## src/rtl/eth_pkg.sv

```systemverilog
// Shared Ethernet framing constants and the RX deframer state type.
// Also used by the TX FCS inserter.
package eth_pkg;

    localparam logic [7:0]  ETH_PREAMBLE_BYTE = 8'h55;
    localparam logic [7:0]  ETH_SFD           = 8'hD5;
    localparam logic [31:0] ETH_CRC_POLY      = 32'hEDB88320;
    localparam logic [31:0] ETH_CRC_INIT      = 32'hFFFFFFFF;
    localparam logic [31:0] ETH_CRC_RESIDUE   = 32'hDEBB20E3;
    localparam int          ETH_FCS_LEN       = 4;

    typedef enum logic [1:0] {
        ST_IDLE,
        ST_PREAMBLE,
        ST_PAYLOAD,
        ST_DROP
    } deframer_state_e;

endpackage

```

## src/rtl/gmii_rx_deframer_if.sv

```systemverilog
// Byte-wide AXI-Stream bundle carrying deframed payload.
// tuser flags a bad frame on the tlast beat.
interface gmii_rx_deframer_if;

    logic [7:0] tdata;
    logic       tvalid;
    logic       tlast;
    logic       tuser;

    modport master (output tdata, output tvalid, output tlast, output tuser);
    modport slave  (input  tdata, input  tvalid, input  tlast, input  tuser);

endinterface

```

## src/rtl/crc32_byte.sv

```systemverilog
// Combinational one-byte step of the reflected Ethernet CRC-32.
// Shared with the TX FCS inserter.
module crc32_byte
    import eth_pkg::*;
(
    input  logic [31:0] crc,
    input  logic [7:0]  data,
    output logic [31:0] crc_next
);

    always_comb begin
        crc_next = crc ^ {24'h0, data};
        for (int i = 0; i < 8; i++) begin
            crc_next = crc_next[0] ? ((crc_next >> 1) ^ ETH_CRC_POLY)
                                   : (crc_next >> 1);
        end
    end

endmodule

```

## src/rtl/gmii_rx_deframer.sv

```systemverilog
// GMII RX deframer: strips preamble/SFD, checks and removes FCS, emits AXI-Stream.
// Define GMII_RX_DEFRAMER_STATS_EN to add good/bad/dropped frame counters.
module gmii_rx_deframer
    import eth_pkg::*;
#(
    parameter int MIN_FRAME_LEN = 64,
    parameter int MAX_FRAME_LEN = 1518,
    parameter int MAX_PREAMBLE  = 7
) (
    input  logic               i_clk,
    input  logic               i_reset,
    input  logic [7:0]         i_gmii_rxd,
    input  logic               i_gmii_rx_dv,
    input  logic               i_gmii_rx_er,
    gmii_rx_deframer_if.master m_axis
`ifdef GMII_RX_DEFRAMER_STATS_EN
    ,
    output logic [31:0]        o_good_frames,
    output logic [31:0]        o_bad_frames,
    output logic [31:0]        o_dropped_frames
`endif
);

    localparam int DL_DEPTH = ETH_FCS_LEN + 1;
    localparam int LW       = $clog2(MAX_FRAME_LEN + 2);
    localparam int PW       = $clog2(MAX_PREAMBLE + 1);

    localparam logic [LW-1:0] LEN_MIN = LW'(MIN_FRAME_LEN);
    localparam logic [LW-1:0] LEN_MAX = LW'(MAX_FRAME_LEN);
    localparam logic [LW-1:0] LEN_SAT = LW'(MAX_FRAME_LEN + 1);
    localparam logic [PW-1:0] PRE_MAX = PW'(MAX_PREAMBLE);
    localparam logic [2:0]    DL_FULL = 3'(DL_DEPTH);

    deframer_state_e state, state_nxt;

    logic [DL_DEPTH-1:0][7:0] dl;
    logic [2:0]               fill;
    logic [LW-1:0]            len;
    logic [PW-1:0]            pre_cnt;
    logic [31:0]              crc, crc_next;
    logic                     er_seen;
    // Cleared by reset, set by any dv=0 cycle: never lock on mid-frame.
    logic                     armed;

    logic push, emit, fin, last_beat, bad, sfd_hit, drop_entry, vanish;

    crc32_byte u_crc (
        .crc      (crc),
        .data     (i_gmii_rxd),
        .crc_next (crc_next)
    );

    always_ff @(posedge i_clk) begin
        if (i_reset) state <= ST_IDLE;
        else         state <= state_nxt;
    end

    always_comb begin
        state_nxt = state;
        unique case (state)
            ST_IDLE: begin
                if (i_gmii_rx_dv) begin
                    state_nxt = (armed && i_gmii_rxd == ETH_PREAMBLE_BYTE)
                              ? ST_PREAMBLE : ST_DROP;
                end
            end
            ST_PREAMBLE: begin
                if (!i_gmii_rx_dv || i_gmii_rx_er)
                    state_nxt = ST_DROP;
                else if (i_gmii_rxd == ETH_SFD)
                    state_nxt = ST_PAYLOAD;
                else if (i_gmii_rxd != ETH_PREAMBLE_BYTE || pre_cnt == PRE_MAX)
                    state_nxt = ST_DROP;
            end
            ST_PAYLOAD: if (!i_gmii_rx_dv) state_nxt = ST_IDLE;
            ST_DROP:    if (!i_gmii_rx_dv) state_nxt = ST_IDLE;
            default:    state_nxt = ST_IDLE;
        endcase
    end

    always_comb begin
        push       = (state == ST_PAYLOAD) && i_gmii_rx_dv;
        fin        = (state == ST_PAYLOAD) && !i_gmii_rx_dv;
        emit       = push && (fill == DL_FULL);
        last_beat  = fin && (fill == DL_FULL);
        vanish     = fin && (fill != DL_FULL);
        sfd_hit    = (state == ST_PREAMBLE) && (state_nxt == ST_PAYLOAD);
        drop_entry = (state != ST_DROP) && (state_nxt == ST_DROP);
        bad        = (crc != ETH_CRC_RESIDUE) || er_seen || i_gmii_rx_er
                  || (len < LEN_MIN) || (len > LEN_MAX);
    end

    always_ff @(posedge i_clk) begin
        if (i_reset) begin
            m_axis.tdata  <= '0;
            m_axis.tvalid <= 1'b0;
            m_axis.tlast  <= 1'b0;
            m_axis.tuser  <= 1'b0;
            dl            <= '0;
            fill          <= '0;
            len           <= '0;
            pre_cnt       <= '0;
            crc           <= ETH_CRC_INIT;
            er_seen       <= 1'b0;
            armed         <= 1'b0;
        end else begin
            m_axis.tvalid <= emit || last_beat;
            m_axis.tlast  <= last_beat;
            m_axis.tuser  <= last_beat && bad;
            if (emit || last_beat) m_axis.tdata <= dl[DL_DEPTH-1];
            if (!i_gmii_rx_dv) armed <= 1'b1;

            if (state == ST_IDLE)
                pre_cnt <= PW'(1);
            else if (state == ST_PREAMBLE && i_gmii_rxd == ETH_PREAMBLE_BYTE)
                pre_cnt <= pre_cnt + PW'(1);

            if (sfd_hit) begin
                crc     <= ETH_CRC_INIT;
                fill    <= '0;
                len     <= '0;
                er_seen <= 1'b0;
            end else if (push) begin
                crc <= crc_next;
                dl  <= {dl[DL_DEPTH-2:0], i_gmii_rxd};
                if (fill != DL_FULL) fill <= fill + 3'd1;
                if (len != LEN_SAT)  len  <= len + LW'(1);
                if (i_gmii_rx_er)    er_seen <= 1'b1;
            end else if (fin) begin
                fill <= '0;
            end
        end
    end

`ifdef GMII_RX_DEFRAMER_STATS_EN
    always_ff @(posedge i_clk) begin
        if (i_reset) begin
            o_good_frames    <= '0;
            o_bad_frames     <= '0;
            o_dropped_frames <= '0;
        end else begin
            if (last_beat && !bad)      o_good_frames    <= o_good_frames + 32'd1;
            if (last_beat && bad)       o_bad_frames     <= o_bad_frames + 32'd1;
            if (drop_entry || vanish)   o_dropped_frames <= o_dropped_frames + 32'd1;
        end
    end
`endif

endmodule
```

## src/flat_wrapper.sv

```systemverilog
// flat-port wrapper written by rule: the top's interface ports become plain ports
module gmii_rx_deframer_flat import eth_pkg::*;
#(
    parameter int MIN_FRAME_LEN = 64,
    parameter int MAX_FRAME_LEN = 1518,
    parameter int MAX_PREAMBLE  = 7
)
  (i_clk, i_reset, i_gmii_rxd, i_gmii_rx_dv, i_gmii_rx_er, m_axis_tdata, m_axis_tvalid, m_axis_tlast, m_axis_tuser);
  gmii_rx_deframer_if m_axis_i ();
  input  logic i_clk;
  input  logic i_reset;
  input  logic [7:0] i_gmii_rxd;
  input  logic i_gmii_rx_dv;
  input  logic i_gmii_rx_er;
  output wire logic [$bits(m_axis_i.tdata)-1:0] m_axis_tdata;
  output wire logic [$bits(m_axis_i.tvalid)-1:0] m_axis_tvalid;
  output wire logic [$bits(m_axis_i.tlast)-1:0] m_axis_tlast;
  output wire logic [$bits(m_axis_i.tuser)-1:0] m_axis_tuser;
  assign m_axis_tdata = m_axis_i.tdata;
  assign m_axis_tvalid = m_axis_i.tvalid;
  assign m_axis_tlast = m_axis_i.tlast;
  assign m_axis_tuser = m_axis_i.tuser;
  gmii_rx_deframer #(.MIN_FRAME_LEN(MIN_FRAME_LEN), .MAX_FRAME_LEN(MAX_FRAME_LEN), .MAX_PREAMBLE(MAX_PREAMBLE)) u_core (.i_clk(i_clk), .i_reset(i_reset), .i_gmii_rxd(i_gmii_rxd), .i_gmii_rx_dv(i_gmii_rx_dv), .i_gmii_rx_er(i_gmii_rx_er), .m_axis(m_axis_i));
endmodule
```

## config.mk

```make
export PLATFORM = sky130hd
export DESIGN_NAME = gmii_rx_deframer_flat
export DESIGN_NICKNAME = d
export VERILOG_FILES = /design/src/rtl/eth_pkg.sv /design/src/rtl/gmii_rx_deframer_if.sv /design/src/rtl/crc32_byte.sv /design/src/rtl/gmii_rx_deframer.sv /design/src/flat_wrapper.sv
export SDC_FILE = /design/constraint.sdc
export NUM_CORES = 1
export LEC_CHECK = 0
export BUFFER_PORTS_ARGS = -buffer_cell sky130_fd_sc_hd__buf_2
export CORE_ASPECT_RATIO = 1.25
export CORE_MARGIN = 1
export CORE_UTILIZATION = 40
export CTS_BUF_LIST = sky130_fd_sc_hd__clkbuf_8
export DETAILED_ROUTE_END_ITERATION = 12
export PLACE_DENSITY = 0.64
export SYNTH_ARGS = -nofsm -noshare
export SYNTH_HDL_FRONTEND = slang
export SYNTH_SLANG_ARGS = --single-unit
```

## constraint.sdc

```tcl
create_clock -name i_clk -period 2.9 [get_ports i_clk]
set_clock_uncertainty 0.1 [all_clocks]
set_input_delay 0.145 -clock i_clk [delete_from_list [all_inputs] [get_ports i_clk]]
set_output_delay 0.145 -clock i_clk [all_outputs]
set_load 0.01 [all_outputs]
```

==> run metrics <==
Fin. Hold Viols 0; wirelength, routed just under 10000 um; Req. time, crit path about 3.1 ns; Post-Syn Area 0.004711 mm^2; Gate power share between 20% and 30%; Clock Latency Late Sink between 0.3 and 0.4 ns; Max clock buf depth 2; CTS Root Cell clkbuf_8; vias in the first global route 3300; yosys warns 0; Tmin final just over 2 ns; P&R area growth vs syn 11.53%; Post-Syn Nets around 550; syn_area_per_cell between 8 and 9 um^2; post-route cell area 0.005254 mm^2; drt drc 0; # placed instances 669; Ant. Diodes 0; layout cell share with drive strength beyond 1 approximately 11%; global-route wire length before repair 15990 um; initial drt markers roughly 210; post-CTS setup buffers 0; initial antenna violation count 0; CP endpoint kind register; GRT Residual Overflow 0; GRT Total Usage between 15 and 20%; clock share of power between 30% and 40%; Hold Crit Class register to register; register area share after synthesis between 40% and 50%; unrepaired setup endpoints after global routing false; Worst Setup Path Type primary input to register; Final ANT Viol Nets 0; TNS Setup 0 ns; Total Nets Final about 570; Die ar. 0.01222 mm^2; Setup crit start kind primary input; fin crit share 71.01%; setup violators final 0; switch share between 20 and 30%; wire per inst approximately 14 um; vias 3619; Cell Int Power 2.193 mW; Hold-fix buffers, CTS 11; # H-tree levels 3; row cnt 43; Slew @ Worst Pin about 0.7 ns; clock sink count roughly 100; dpl hpwl ~6600 um; Clk pin slew, worst setup/hold paths 0.11 ns; sequential power share roughly half; synth unique cells 47; max cap viols 0; gp weighted congestion a little over 0.8; # IOs 23; maximum number of pins on one net before global-route repair 73; CTS tree built; Die X between 90 and 100 um; asr flop ratio synth 0%; fin cells a little under 700; leakage power approximately 2 nW; Num CTS Buffers 9; CP Max Fanout 7; IO Port Bufs 22; Post-Syn Instances 534; critical path arrival between 2 and 2.5 ns; fin. max-slew vios 0; Relative slew margins between 50% and 60%; Post-synth EDFFs 0; die height roughly 120 um; TritonRoute pass-1 iters 4; total power approximately 3.1 mW; switching power about 0.93 mW; #FFs+latches synth around 100; status complete, no violations; VDD IR max ~0.23 mV; Top FF cell, synth dfxtp_1; initial core utilization about two fifths; Fmax achieved a little under 0.5 GHz; Resized Gates After CTS 0; vias per cell between 5 and 6; placed cell area 0.004933 mm^2; core area 0.01130 mm^2; PwrDens around 590 mW/mm^2
-- metal layers --
layer	share of wire [%]	up-vias	global-route usage (%)	routed length [um]
met1	44	1699	20.14	4293
met3	2.7	15	3.561	261
li1	-	1848	-	-
met2	51	57	28.98	5013
met4	2.3	0	8.640	228
met5	0	-	0	0
-- flip-flops by register name, indices dropped and copies added (netlist names) --
signal	flops
u_core.m_axis.tlast	1
u_core.crc	32
u_core.state	2
u_core.m_axis.tuser	1
u_core.m_axis.tvalid	1
u_core.armed	1
u_core.er_seen	1
u_core.len	11
u_core.pre_cnt	3
u_core.dl	40
u_core.m_axis.tdata	8
u_core.fill	3
-- layout make-up --
class / instances / area (um^2)
multi-input combinational: 397 / 2505
tap: 135 / 168.9
sequential: 104 / 2082
clock inverter: 7 / 86.33
clock buffer: 9 / 123.9
fill: 1100 / 6045
inverter: 4 / 15.01
timing repair buffer: 40 / 272.8
-- kinds of logic (layout without fill, tap and decap cells) --
family                     count (synthesis)  in the layout  share of synthesized area (%)
adders and majority gates                  6              6                          1.594
buffers and inverters                     33             60                          2.630
AOI/OAI and AO/OA                        108            108                          13.71
DFF                                      104            104                          44.20
muxes                                      2              2                         0.4515
and+or+nand+nor                          206            206                          19.34
xor gates and xnor gates                  75             75                          18.09
-- power groups by stage --
stage	clock network, mW	logic, mW	registers (mW)
after floorplan	0	0.518	1.54
after global placement	0	0.630	1.55
after detailed placement	0	0.629	1.55
after CTS	0.994	0.647	1.52
after global routing	1.05	0.697	1.53
final	0.963	0.644	1.52
-- path summary, 6_finish.rpt --
path / slack [ns] / end / cells after the start / startpoint
worst min-delay path: 0.35 / u_core.dl[34] / 2 / u_core.dl[26]
worst min register to register: 0.35 / u_core.dl[34] / 2 / u_core.dl[26]
worst max register to register: 0.92 / u_core.crc[23] / 5 / u_core.crc[4]
worst max-delay path: 0.84 / u_core.crc[23] / 7 / i_gmii_rxd[0]
-- synth_stat cells (all sizes together) (3+ instances only) --
cell | count | area share (%)
a21oi | 62 | 6.6
clkbuf | 27 | 2.2
dfxtp | 104 | 44
ha | 6 | 1.6
inv | 4 | 0.32
nand2 | 131 | 10
nand3 | 9 | 0.96
nand3b | 3 | 0.48
nand4 | 4 | 0.53
nand4b | 4 | 0.74
nor2 | 28 | 2.2
nor2b | 4 | 0.53
nor3 | 5 | 0.53
nor4 | 3 | 0.40
o211ai | 27 | 4.3
o21ai | 7 | 0.74
xnor2 | 45 | 11
xnor3 | 4 | 1.9
xor2 | 26 | 5.6
-- per-stage QoR --
| step | hold slack [ns] | utilization (%) | worst slack [ns] |
|---|---|---|---|
| after floorplan | 0.1810 | - | 1.089 |
| after global placement | 0.3366 | 43.67 | 0.9873 |
| after detailed placement | 0.3425 | 43.67 | 0.9420 |
| after CTS | 0.3508 | 46.50 | 0.8568 |
| after global routing | 0.3612 | 46.50 | 0.7246 |
| final | 0.3451 | 46.50 | 0.8407 |
-- critical path, stage by stage --
cell and delay, ns:
dlygate4sd3_1 0.54, buf_2 0.17, xnor2_4 0.40, xnor3_1 0.44
xnor3_2 0.27, xnor2_1 0.17, o21ai_1 0.07
-- cells in the final DEF, fill, tap and decap left out, types with 5 or more instances in the layout --
cell           Yosys  final
nand2_1          131    131
dfxtp_1          104    104
a21oi_1           62     62
xnor2_1           34     34
nor2_1            28     28
o211ai_1          27     27
xor2_1            23     23
buf_2              0     22
dlygate4sd3_1      0     11
xnor2_2            9      9
nand3_1            9      9
clkbuf_8           0      9
buf_4              0      7
ha_1               6      6
nor3_1             5      5
No activity file was read; power rests on OpenSTA's default activity.
